**src/rtl/timer_cnt_cmp_if.sv**
```systemverilog
// Register-block / counter-control connection of the timer counter-compare stage.
// The timer stage is the slave; the register block and counter control together form the master.
interface timer_cnt_cmp_if #(
    parameter int CNT_W = 64
);
    // Qualifiers and strobes are sampled on each clk edge; there is no valid/ready
    // backpressure: a strobe high for one cycle is one event, always accepted.
    logic             cnt_en;
    logic             timer_en;
    logic             wr_cnt_lo;
    logic             wr_cnt_hi;
    logic [31:0]      wr_data;
    logic [CNT_W-1:0] cmp_val;
    logic             int_en;
    logic             int_st_clr;
    logic [CNT_W-1:0] cnt;
    logic             int_st;
    logic             tim_int;

    modport master (
        output cnt_en, timer_en, wr_cnt_lo, wr_cnt_hi, wr_data,
               cmp_val, int_en, int_st_clr,
        input  cnt, int_st, tim_int
    );

    modport slave (
        input  cnt_en, timer_en, wr_cnt_lo, wr_cnt_hi, wr_data,
               cmp_val, int_en, int_st_clr,
        output cnt, int_st, tim_int
    );
endinterface

```
**src/rtl/timer_cnt_cmp.sv**
```systemverilog
// Timer main up-counter with compare-match detection and sticky interrupt status.
// Optional feature macro: TIMER_AUTO_RELOAD_EN (counter returns to 0 on a matching tick).
module timer_cnt_cmp #(
    parameter int CNT_W = 64  // legal range 33..64
) (
    input  logic          clk,
    input  logic          rst_n,
    timer_cnt_cmp_if.slave tmr_bus
);

    localparam logic [CNT_W-1:0] CNT_ONE  = {{(CNT_W-1){1'b0}}, 1'b1};
    localparam logic [CNT_W-1:0] CNT_ZERO = '0;

    logic [CNT_W-1:0] cnt_q, cnt_d;
    logic             int_st_q, int_st_d;
    logic             match_q;
    logic             timer_en_q;   // timer_en from the previous cycle
    logic             match;
    logic             set_evt;
    logic             sw_wr;
    logic             dis_clr;

    assign match   = (cnt_q == tmr_bus.cmp_val);
    // Rising edge of equality only, so a stalled counter sitting on cmp_val sets once.
    assign set_evt = match & ~match_q;
    assign sw_wr   = tmr_bus.wr_cnt_lo | tmr_bus.wr_cnt_hi;
    assign dis_clr = timer_en_q & ~tmr_bus.timer_en;

    always_comb begin
        cnt_d = cnt_q;
        if (sw_wr) begin
            if (tmr_bus.wr_cnt_lo) cnt_d[31:0]       = tmr_bus.wr_data;
            if (tmr_bus.wr_cnt_hi) cnt_d[CNT_W-1:32] = tmr_bus.wr_data[CNT_W-33:0];
        end else if (dis_clr) begin
            cnt_d = CNT_ZERO;
        end else if (tmr_bus.cnt_en) begin
`ifdef TIMER_AUTO_RELOAD_EN
            cnt_d = match ? CNT_ZERO : cnt_q + CNT_ONE;
`else
            cnt_d = cnt_q + CNT_ONE;
`endif
        end
    end

    always_comb begin
        int_st_d = int_st_q;
        if (set_evt) begin
            int_st_d = 1'b1;
        end else if (tmr_bus.int_st_clr) begin
            int_st_d = 1'b0;
        end
    end

    always_ff @(posedge clk or negedge rst_n) begin
        if (!rst_n) begin
            cnt_q      <= CNT_ZERO;
            int_st_q   <= 1'b0;
            match_q    <= 1'b0;
            timer_en_q <= 1'b0;
        end else begin
            cnt_q      <= cnt_d;
            int_st_q   <= int_st_d;
            match_q    <= match;
            timer_en_q <= tmr_bus.timer_en;
        end
    end

    assign tmr_bus.cnt     = cnt_q;
    assign tmr_bus.int_st  = int_st_q;
    assign tmr_bus.tim_int = int_st_q & tmr_bus.int_en;

endmodule
```
**src/flat_wrapper.sv**
```systemverilog
// flat-port wrapper written by rule: the top's interface ports become plain ports
module timer_cnt_cmp_flat 
#(
    parameter int CNT_W = 64                       
)
  (clk, rst_n, tmr_bus_cnt_en, tmr_bus_timer_en, tmr_bus_wr_cnt_lo, tmr_bus_wr_cnt_hi, tmr_bus_wr_data, tmr_bus_cmp_val, tmr_bus_int_en, tmr_bus_int_st_clr, tmr_bus_cnt, tmr_bus_int_st, tmr_bus_tim_int);
  timer_cnt_cmp_if #(.CNT_W(CNT_W)) tmr_bus_i ();
  input  logic clk;
  input  logic rst_n;
  input wire logic [$bits(tmr_bus_i.cnt_en)-1:0] tmr_bus_cnt_en;
  input wire logic [$bits(tmr_bus_i.timer_en)-1:0] tmr_bus_timer_en;
  input wire logic [$bits(tmr_bus_i.wr_cnt_lo)-1:0] tmr_bus_wr_cnt_lo;
  input wire logic [$bits(tmr_bus_i.wr_cnt_hi)-1:0] tmr_bus_wr_cnt_hi;
  input wire logic [$bits(tmr_bus_i.wr_data)-1:0] tmr_bus_wr_data;
  input wire logic [$bits(tmr_bus_i.cmp_val)-1:0] tmr_bus_cmp_val;
  input wire logic [$bits(tmr_bus_i.int_en)-1:0] tmr_bus_int_en;
  input wire logic [$bits(tmr_bus_i.int_st_clr)-1:0] tmr_bus_int_st_clr;
  output wire logic [$bits(tmr_bus_i.cnt)-1:0] tmr_bus_cnt;
  output wire logic [$bits(tmr_bus_i.int_st)-1:0] tmr_bus_int_st;
  output wire logic [$bits(tmr_bus_i.tim_int)-1:0] tmr_bus_tim_int;
  assign tmr_bus_i.cnt_en = tmr_bus_cnt_en;
  assign tmr_bus_i.timer_en = tmr_bus_timer_en;
  assign tmr_bus_i.wr_cnt_lo = tmr_bus_wr_cnt_lo;
  assign tmr_bus_i.wr_cnt_hi = tmr_bus_wr_cnt_hi;
  assign tmr_bus_i.wr_data = tmr_bus_wr_data;
  assign tmr_bus_i.cmp_val = tmr_bus_cmp_val;
  assign tmr_bus_i.int_en = tmr_bus_int_en;
  assign tmr_bus_i.int_st_clr = tmr_bus_int_st_clr;
  assign tmr_bus_cnt = tmr_bus_i.cnt;
  assign tmr_bus_int_st = tmr_bus_i.int_st;
  assign tmr_bus_tim_int = tmr_bus_i.tim_int;
  timer_cnt_cmp #(.CNT_W(CNT_W)) u_core (.clk(clk), .rst_n(rst_n), .tmr_bus(tmr_bus_i));
endmodule
```
**config.mk**
```make
export PLATFORM = sky130hd
export DESIGN_NAME = timer_cnt_cmp_flat
export DESIGN_NICKNAME = d
export VERILOG_FILES = /design/src/rtl/timer_cnt_cmp_if.sv /design/src/rtl/timer_cnt_cmp.sv /design/src/flat_wrapper.sv
export SDC_FILE = /design/constraint.sdc
export NUM_CORES = 1
export LEC_CHECK = 0
export BUFFER_PORTS_ARGS = -buffer_cell sky130_fd_sc_hd__buf_4
export CORE_ASPECT_RATIO = 0.7
export CORE_UTILIZATION = 50
export DETAILED_ROUTE_END_ITERATION = 8
export PLACE_DENSITY = 0.79
export REMOVE_ABC_BUFFERS = 1
export SYNTH_ARGS = -nofsm -noshare
export SYNTH_HDL_FRONTEND = slang
export SYNTH_SLANG_ARGS = --single-unit
```
**constraint.sdc**
```tcl
create_clock -name clk -period 3.9 [get_ports clk]
set_input_delay 0.585 -clock clk [delete_from_list [all_inputs] [get_ports clk]]
set_output_delay 0.585 -clock clk [all_outputs]
set_load 0.02 [all_outputs]
```
Word level (Yosys, flattened, before mapping). Index checks and enable logic that the tools add are counted.

Bits in registers: 67. Output and inout bits: 66. Word-level logic and storage cells: 26.

Add/subtract/negate cells: 1. Eq/ne operators: 3. Muxes and demuxes: 7. Bitwise logic cells: 6. Reduce and logical (&&, ||, !) cells: 4.

Operators by type and width (count): 64-bit two-way mux (3); 64-bit by 1-bit adder with 64-bit output (second input constant) (1); 64-bit equality test (1); 32-bit two-way mux (2); 2-bit inequality test (second input constant) (2); 2-bit AND reduction (2); 1-bit AND (3); 3-bit nonzero test (1); 1-bit two-way mux (2); 1-bit NOT (2); 2-bit nonzero test (1); 1-bit OR (1).

Depth between registers and ports, before layout. Gate-level depths: netlist of the first run.

Depth after elaboration: 4. Depth in mapped cells: 8.

Worst setup path before layout of the first run. OpenSTA, ideal clock, no wires.

Path kind: reg2reg. Start point: register u_core.cnt_q[0], in the netlist u_core.tmr_bus.cnt[0]. End point: register u_core.cnt_q[56], in the netlist u_core.tmr_bus.cnt[56]. Library setup time: 0.087 ns. Data arrival time: 2.224 ns. Data required time: 3.813 ns. Path slack: 1.590 ns. Cell stages (with the launch flop): 8. Path through: dfrtp_1 ha_1 nand3_1 nor4_4 nand4_1 or4_1 or3_1 o211ai_1.

Cells in the longest elaborated chain, start to end: 4.

Ends and longest elaborated chain: from (decl) (line timer_cnt_cmp.sv:14) `logic [CNT_W-1:0] cnt_q, cnt_d;`; from (signal assigned) (line timer_cnt_cmp.sv:61) `cnt_q <= cnt_d;`; 64-bit by 1-bit adder with 64-bit output (line timer_cnt_cmp.sv:40) `cnt_d = cnt_q + CNT_ONE;`; 64-bit two-way mux (line timer_cnt_cmp.sv:36) `end else if (tmr_bus.cnt_en) begin`; 64-bit two-way mux (line timer_cnt_cmp.sv:34) `end else if (dis_clr) begin`; 64-bit two-way mux (line timer_cnt_cmp.sv:31) `if (sw_wr) begin`.

No other way between the ends. The select of a mux whose other input is x is not followed. A chain may end at the register's enable or synchronous reset.

Worst setup path in the final report of the first run.
Start point: register u_core.cnt_q[0], in the netlist u_core.tmr_bus.cnt[0]. End point: register u_core.cnt_q[54], in the netlist u_core.tmr_bus.cnt[54].

The elaborated chain is that of the path after synthesis.

==> flow_summary.yaml, run 1 <==
place:
  place_hpwl_um: 16300
  port_buffers: 169
  post-place-cells: 923
  gp_congestion: 0.973
  placed_area_um2: 6530
clock_tree:
  path_clk_slew_ps: 60
  clock_latency_ps: 350
  cts_tree: "done"
  cts_hold_buf: 0
  cts.path.max_buffers: 2
  htreeDepth: 3
  cts_sinks: 67
  clock-root-buffer: "clkbuf_16"
  post_cts_resized: 0
  cts_made_buffers: 9
  post_cts_buffers: 0
worst_setup_path:
  critPathArrivalTime_ps: 2900
  setup.worst_path.start_class: "register"
  crit_end: "u_core.tmr_bus.cnt[54]"
  r2r_start: "u_core.tmr_bus.cnt[0]"
  r2r-end: "u_core.tmr_bus.cnt[54]"
  worstPathRequired_ps: 4090
  rr_worst_depth: 8
  crit_fanout: 9
  cp-startpoint: "u_core.tmr_bus.cnt[0]"
  path_class: "reg -> reg"
  r2r_slack_ps: 1190
  crit_path_end_kind: "register"
synthesis:
  avgSynthCellArea_um2: 7.80
  syn_area_um2: 5220
  synth_cell_type_count: 51
  seq_area_frac_synth: 0.321
  ys.flop_type: "dfrtp_1"
  yosysWarnings: 0
  synthArstFlopShare: 1.00
  synthTopCellsByArea: "dfrtp_1 32%, xor2_1 11%, o21ai_0 7.6%"
  synth_top_area_frac: 0.321
  syn_inst: 669
  synth_top_area_cell: "dfrtp_1"
  synth_edf_count: 0
  synth_seq_cells: 67
timing:
  fin_tns_setup_ps: 0
  fin_crit_ps: 2710
  fmax_ghz: 0.369
  slew-limit-headroom: 0.286
  drv_slew: 0
  finalCritPeriodShare: 0.696
  tightest_slew_ps: 1070
  rsz0062_at_grt: "no"
  hold_viol: 0
  whs_ps: 356
  skew_ps: 10.2
  setup_violations: 0
route:
  drc: 0
  ant_nets: 0
  viasPerCell: 6.92
  drtPass1Iterations: 7
  drtIter0Drc: 836
  avgRoutedWirePerCell_um: 23.7
  totalWireLength_um: 22200
  vias: 6490
pwr:
  total_power_w: 0.00256
  peakVddDrop_v: 0.000282
  p_leak_nw: 2.91
  powerDensity_nw_per_um2: 374
grt:
  antenna_found_initial: 0
  grt_usage: 0.416
  overflow: 0
  grt_max_degree: 68
  grt_pass1_vias: 5754
  grt_pass1_wl_um: 32800
finish:
  syn_to_final_growth_pct: 30.8
  fin_area_um2: 6830
  stdcell_count: 938
  n_antenna_cell: 0
  num-nets-final: 911
  drive_above_1_share: 0.253
  fillers: 848
floorplan:
  core_um2: 9910
  die-area_um2: 10900
  ios: 170
  start_util: 0.527
  die_w_um: 124
  die_h_um: 87.5
  row_count: 30
outcome:
  outcome: "finished clean"
flow_run:
  max_cap_violations: 0
worst_hold_path:
  hold_class: "in -> async"
[synth_stat cells (2+ instances only)]
library cell and n:
nand3_1 26, buf_2 8, and2_1 5, nand4_1 31, a211o_1 2, o21bai_1 2, clkbuf_2 2, and3_1 13
mux2i_1 2, a21oi_1 32, a31oi_1 13, nor4b_1 2, o22ai_1 5, o211ai_1 2, nor2b_1 3, and4_1 9
or3_1 3, or4_1 2, inv_1 13, nand3_2 2, nand2_1 63, a22oi_1 11, dfrtp_1 67, o21ai_0 79
a21bo_2 2, o2bb2ai_1 11, nor4_1 41, a22o_1 8, a32oi_1 7, o31a_1 11, or2_2 3, nor3_1 24
clkbuf_1 42, nor2_1 39, o31ai_1 3, xor2_1 64, o41ai_1 3
[kinds of logic (layout without fill, tap and decap cells)]
group / Yosys count / count (layout) / share of synthesized area
xor gates and xnor gates: 64 / 64 / 0.107
and+or+nand+nor: 270 / 270 / 0.274
muxes: 2 / 2 / 0.00384
buffers and inverters: 66 / 207 / 0.0499
AOI/OAI and AO/OA: 199 / 199 / 0.241
adders and majority gates: 1 / 1 / 0.00240
DFF: 67 / 67 / 0.321
[flip-flops by register name, summed over array words and instances (netlist names)]
register	flops
u_core.tmr_bus.cnt	64
u_core.match_q	1
u_core.timer_en_q	1
u_core.tmr_bus.int_st	1
[placed cells by master (no fill, tap or decap), types with 13 or more instances in the layout]
cell	instances
nor4_1	41
nand3_1	26
dfrtp_1	67
buf_4	178
a31oi_1	13
nand4_1	31
nand2_1	63
inv_1	13
and3_1	13
nor2_1	37
o21ai_0	79
xor2_1	64
nor3_1	24
a21oi_1	32
[routing by layer]
layer | global-route usage | part of all wire | wire [µm] | up-vias
met5 | 0 | 0 | 0 | -
met4 | 0.141 | 0.036 | 797 | 0
met3 | 0.105 | 0.15 | 3400 | 70
met2 | 0.591 | 0.42 | 9260 | 595
met1 | 0.608 | 0.39 | 8780 | 3042
li1 | - | - | - | 2783
[metrics by stage]
step,utilization,worst slack (ps)
after floorplan,-,814
after global placement,0.659,1250
after detailed placement,0.659,1210
after CTS,0.689,1300
after global routing,0.689,1100
final,0.689,1190
[worst min path at each step]
| stage | to | slack (ps) | cells past startpoint |
|---|---|---|---|
| after floorplan | u_core.match_q | 290 | 0 |
| after global placement | u_core.tmr_bus.int_st | 490 | 2 |
| after detailed placement | u_core.tmr_bus.int_st | 490 | 2 |
| after CTS | u_core.timer_en_q | 350 | 1 |
| after global routing | u_core.timer_en_q | 350 | 1 |
| final | u_core.tmr_bus.cnt[6] | 360 | 1 |
[critical path: stages, from the launching register on]
cell,delay [ps]
dfrtp_1,520
ha_1,290
nand3_1,240
nor4_4,270
nand4_1,140
buf_4,200
nor4_1,560
o21ai_0,170
o2bb2ai_1,160
[final cells by class]
class	count	area, µm²	share of cell area
tap	128	160	0.0235
clock buffer	13	260	0.0381
timing repair buffer	179	1360	0.199
multi-input combinational	536	3290	0.482
sequential	67	1680	0.246
clock inverter	2	35.0	0.00513
inverter	13	48.8	0.00715
[power breakdown]
part | switching (W) | leakage, nW | total, W | internal, W
Sequential | 0.000210 | 0.823 | 0.000986 | 0.000775
Combinational | 0.000420 | 1.94 | 0.000737 | 0.000317
Clock | 0.000307 | 0.146 | 0.000833 | 0.000526
Total | 0.000938 | 2.91 | 0.00256 | 0.00162
Note: power is estimated with default switching activity, not from simulation.
==> run 2, diff against run 1 <==
Settings changed: ABC_AREA from default to 1, PLACE_DENSITY 0.79 to 0.77.
Clock period 3.9 ns to 2.7 ns, I/O delays scaled along.
==> flow_summary.yaml, run 2 <==
route:
  drtIter0Drc: 679
  ant_nets: 0
  drtPass1Iterations: 6
  drc: 0
  viasPerCell: 5.50
  avgRoutedWirePerCell_um: 17.3
  vias: 7148
  totalWireLength_um: 22500
finish:
  layout_common_cells: "240 x nand2_1, 217 x nor2_1, 180 x buf_4"
  fillers: 1040
  syn_to_final_growth_pct: 29.2
  regArea_um2: 1680
  drive_above_1_share: 0.212
  layout_commonest_cell: "nand2_1"
  n_antenna_cell: 0
  num-nets-final: 1247
  multi_input_area_um2: 3880
  largest_reg_flops: 64
worst_hold_path:
  hold_end: "u_core.timer_en_q"
  hold_class: "in -> reg"
  min_path_cells: 1
  min_from: "tmr_bus_timer_en"
place:
  port_buffers: 169
  gp_congestion: 1.01
  place_hpwl_um: 17300
  pre_cts_ws_ps: 628
synthesis:
  synth_top_area_cell: "dfrtp_1"
  syn_inst: 975
  synth_cell_type_count: 33
  ys.flop_type: "dfrtp_1"
  synth_seq_cells: 67
  synthTopCellsByCount: "240 x nand2_1, 220 x nor2_1, 82 x a21oi_1, 82 x inv_1, 67 x dfrtp_1"
  seq_area_frac_synth: 0.281
  synth_top_area_frac: 0.281
  synth.most_common_cell: "nand2_1"
  synth_edf_count: 0
  avgSynthCellArea_um2: 6.13
  yosysWarnings: 0
  synthTopCellsByArea: "dfrtp_1 28%, nand2_1 15%, nor2_1 14%"
  syn_area_um2: 5980
  synthArstFlopShare: 1.00
floorplan:
  die_w_um: 133
  ios: 170
  die-area_um2: 12400
  start_util: 0.527
  core_um2: 11300
  row_count: 32
  die_h_um: 93.5
outcome:
  outcome: "finished clean"
grt:
  overflow: 0
  grt_pass1_wl_um: 35100
  grt_max_degree: 68
  antenna_found_initial: 0
  grt_usage: 0.373
  grt_pass1_vias: 6462
clock_tree:
  cts_tree: "done"
  post_cts_resized: 0
  cts_made_buffers: 9
  cts_hold_buf: 0
  cts.path.max_buffers: 2
  clock-root-buffer: "clkbuf_16"
  htreeDepth: 3
  path_clk_slew_ps: 50
  post_cts_buffers: 0
  cts_sinks: 67
  clock_latency_ps: 340
worst_setup_path:
  crit_fanout: 6
  crit_chain: "ha_1, nand2_2, nor2_4, nand2_4, nor2_2, nand2_2, inv_2, nand2_1, nand2_1, nand3_1, a21oi_1"
  critPathArrivalTime_ps: 2400
  worstPathRequired_ps: 2970
  r2r_start: "u_core.tmr_bus.cnt[1]"
  rr_worst_depth: 11
  critPathMaxStageDelay_ps: 470
  r2r-end: "u_core.tmr_bus.cnt[44]"
  crit_path_top_delay_cell: "dfrtp_1"
  path_class: "reg -> reg"
  crit_path_end_kind: "register"
  r2r_slack_ps: 570
  setup.worst_path.start_class: "register"
timing:
  hold_viol: 0
  skew_ps: 7.19
  setup_violations: 0
  tightest_slew_ps: 913
  slew-limit-headroom: 0.391
  fin_crit_ps: 2130
  rsz0062_at_grt: "no"
  fmax_ghz: 0.469
  drv_slew: 0
  fin_tns_setup_ps: 0
  finalCritPeriodShare: 0.790
  finalWorstSetupSlack_ps: 567
pwr:
  peakVddDrop_v: 0.000334
  powerDensity_nw_per_um2: 505
  p_leak_nw: 3.72
flow_run:
  max_cap_violations: 0
[run 2: cell types whose count changed in the layout (fill, tap and decap cells not counted), moves of 31 or more]
cell     delta
nand3_1    +31
nor4_1     -40
a21oi_1    +50
inv_1      +69
nor2_1    +180
o21ai_0    -44
nand2_1   +177
[run 2: final cells by class]
class | instances | area share
multi-input combinational | 796 | 0.502
sequential | 67 | 0.217
timing repair buffer | 180 | 0.175
inverter | 88 | 0.0428
clock buffer | 13 | 0.0337
tap | 153 | 0.0248
clock inverter | 2 | 0.00454
[run 2: per-layer routing]
metal,global-route usage,wire (µm),vias up
met5,0,0,-
met2,0.539,9060,467
met3,0.0878,2820,36
met4,0.0977,425,0
met1,0.550,10200,3207
li1,-,-,3438
[run 2: worst max-delay path by stage]
stage | startpoint | to | cells past startpoint | slack [ps]
5_1_grt | u_core.tmr_bus.cnt[1] | u_core.tmr_bus.cnt[42] | 11 | 410
4_1_cts | u_core.tmr_bus.cnt[1] | u_core.tmr_bus.cnt[44] | 11 | 670
2_1_floorplan | tmr_bus_wr_cnt_hi | u_core.tmr_bus.cnt[14] | 7 | -1450
3_5_place_dp | tmr_bus_wr_cnt_hi | u_core.tmr_bus.cnt[21] | 10 | 630
6_report | u_core.tmr_bus.cnt[1] | u_core.tmr_bus.cnt[44] | 11 | 570
3_3_place_gp | tmr_bus_timer_en | u_core.tmr_bus.cnt[21] | 10 | 670
[run 2: logic make-up (layout without fill, tap and decap cells)]
family / Yosys count / in the layout / synth area share
simple gates: 583 / 583 / 0.417
compound gates: 152 / 152 / 0.140
buf+inv: 112 / 283 / 0.0718
flops: 67 / 67 / 0.281
xor+xnor: 60 / 60 / 0.0879
fa+ha+maj: 1 / 1 / 0.00209
[run 2: worst max-delay path, delay by kind of cell (launching register included)]
kind	cells	cell delay, ps
AOI/OAI and AO/OA	1	140
and+or+nand+nor	8	1030
buffers and inverters	1	90
DFF	1	470
adders and majority gates	1	340
[run 2: metrics by stage]
stage	util	hold WS [ps]	total power [W]	cell area, µm²	std cells
2_1_floorplan	-	109	0.00206	5880	951
3_3_place_gp	0.656	487	0.00266	7430	1284
5_1_grt	0.682	168	0.00409	7720	1299
6_report	0.682	177	0.00390	7720	1299
4_1_cts	0.682	175	0.00388	7720	1299
3_5_place_dp	0.656	510	0.00268	7430	1284
[run 2: report_power, final]
| group | total (W) | switching [W] | leakage [nW] | internal [W] |
|---|---|---|---|---|
| clock network | 0.00121 | 0.000454 | 0.146 | 0.000760 |
| logic | 0.00125 | 0.000717 | 2.78 | 0.000534 |
| registers | 0.00144 | 0.000312 | 0.786 | 0.00113 |
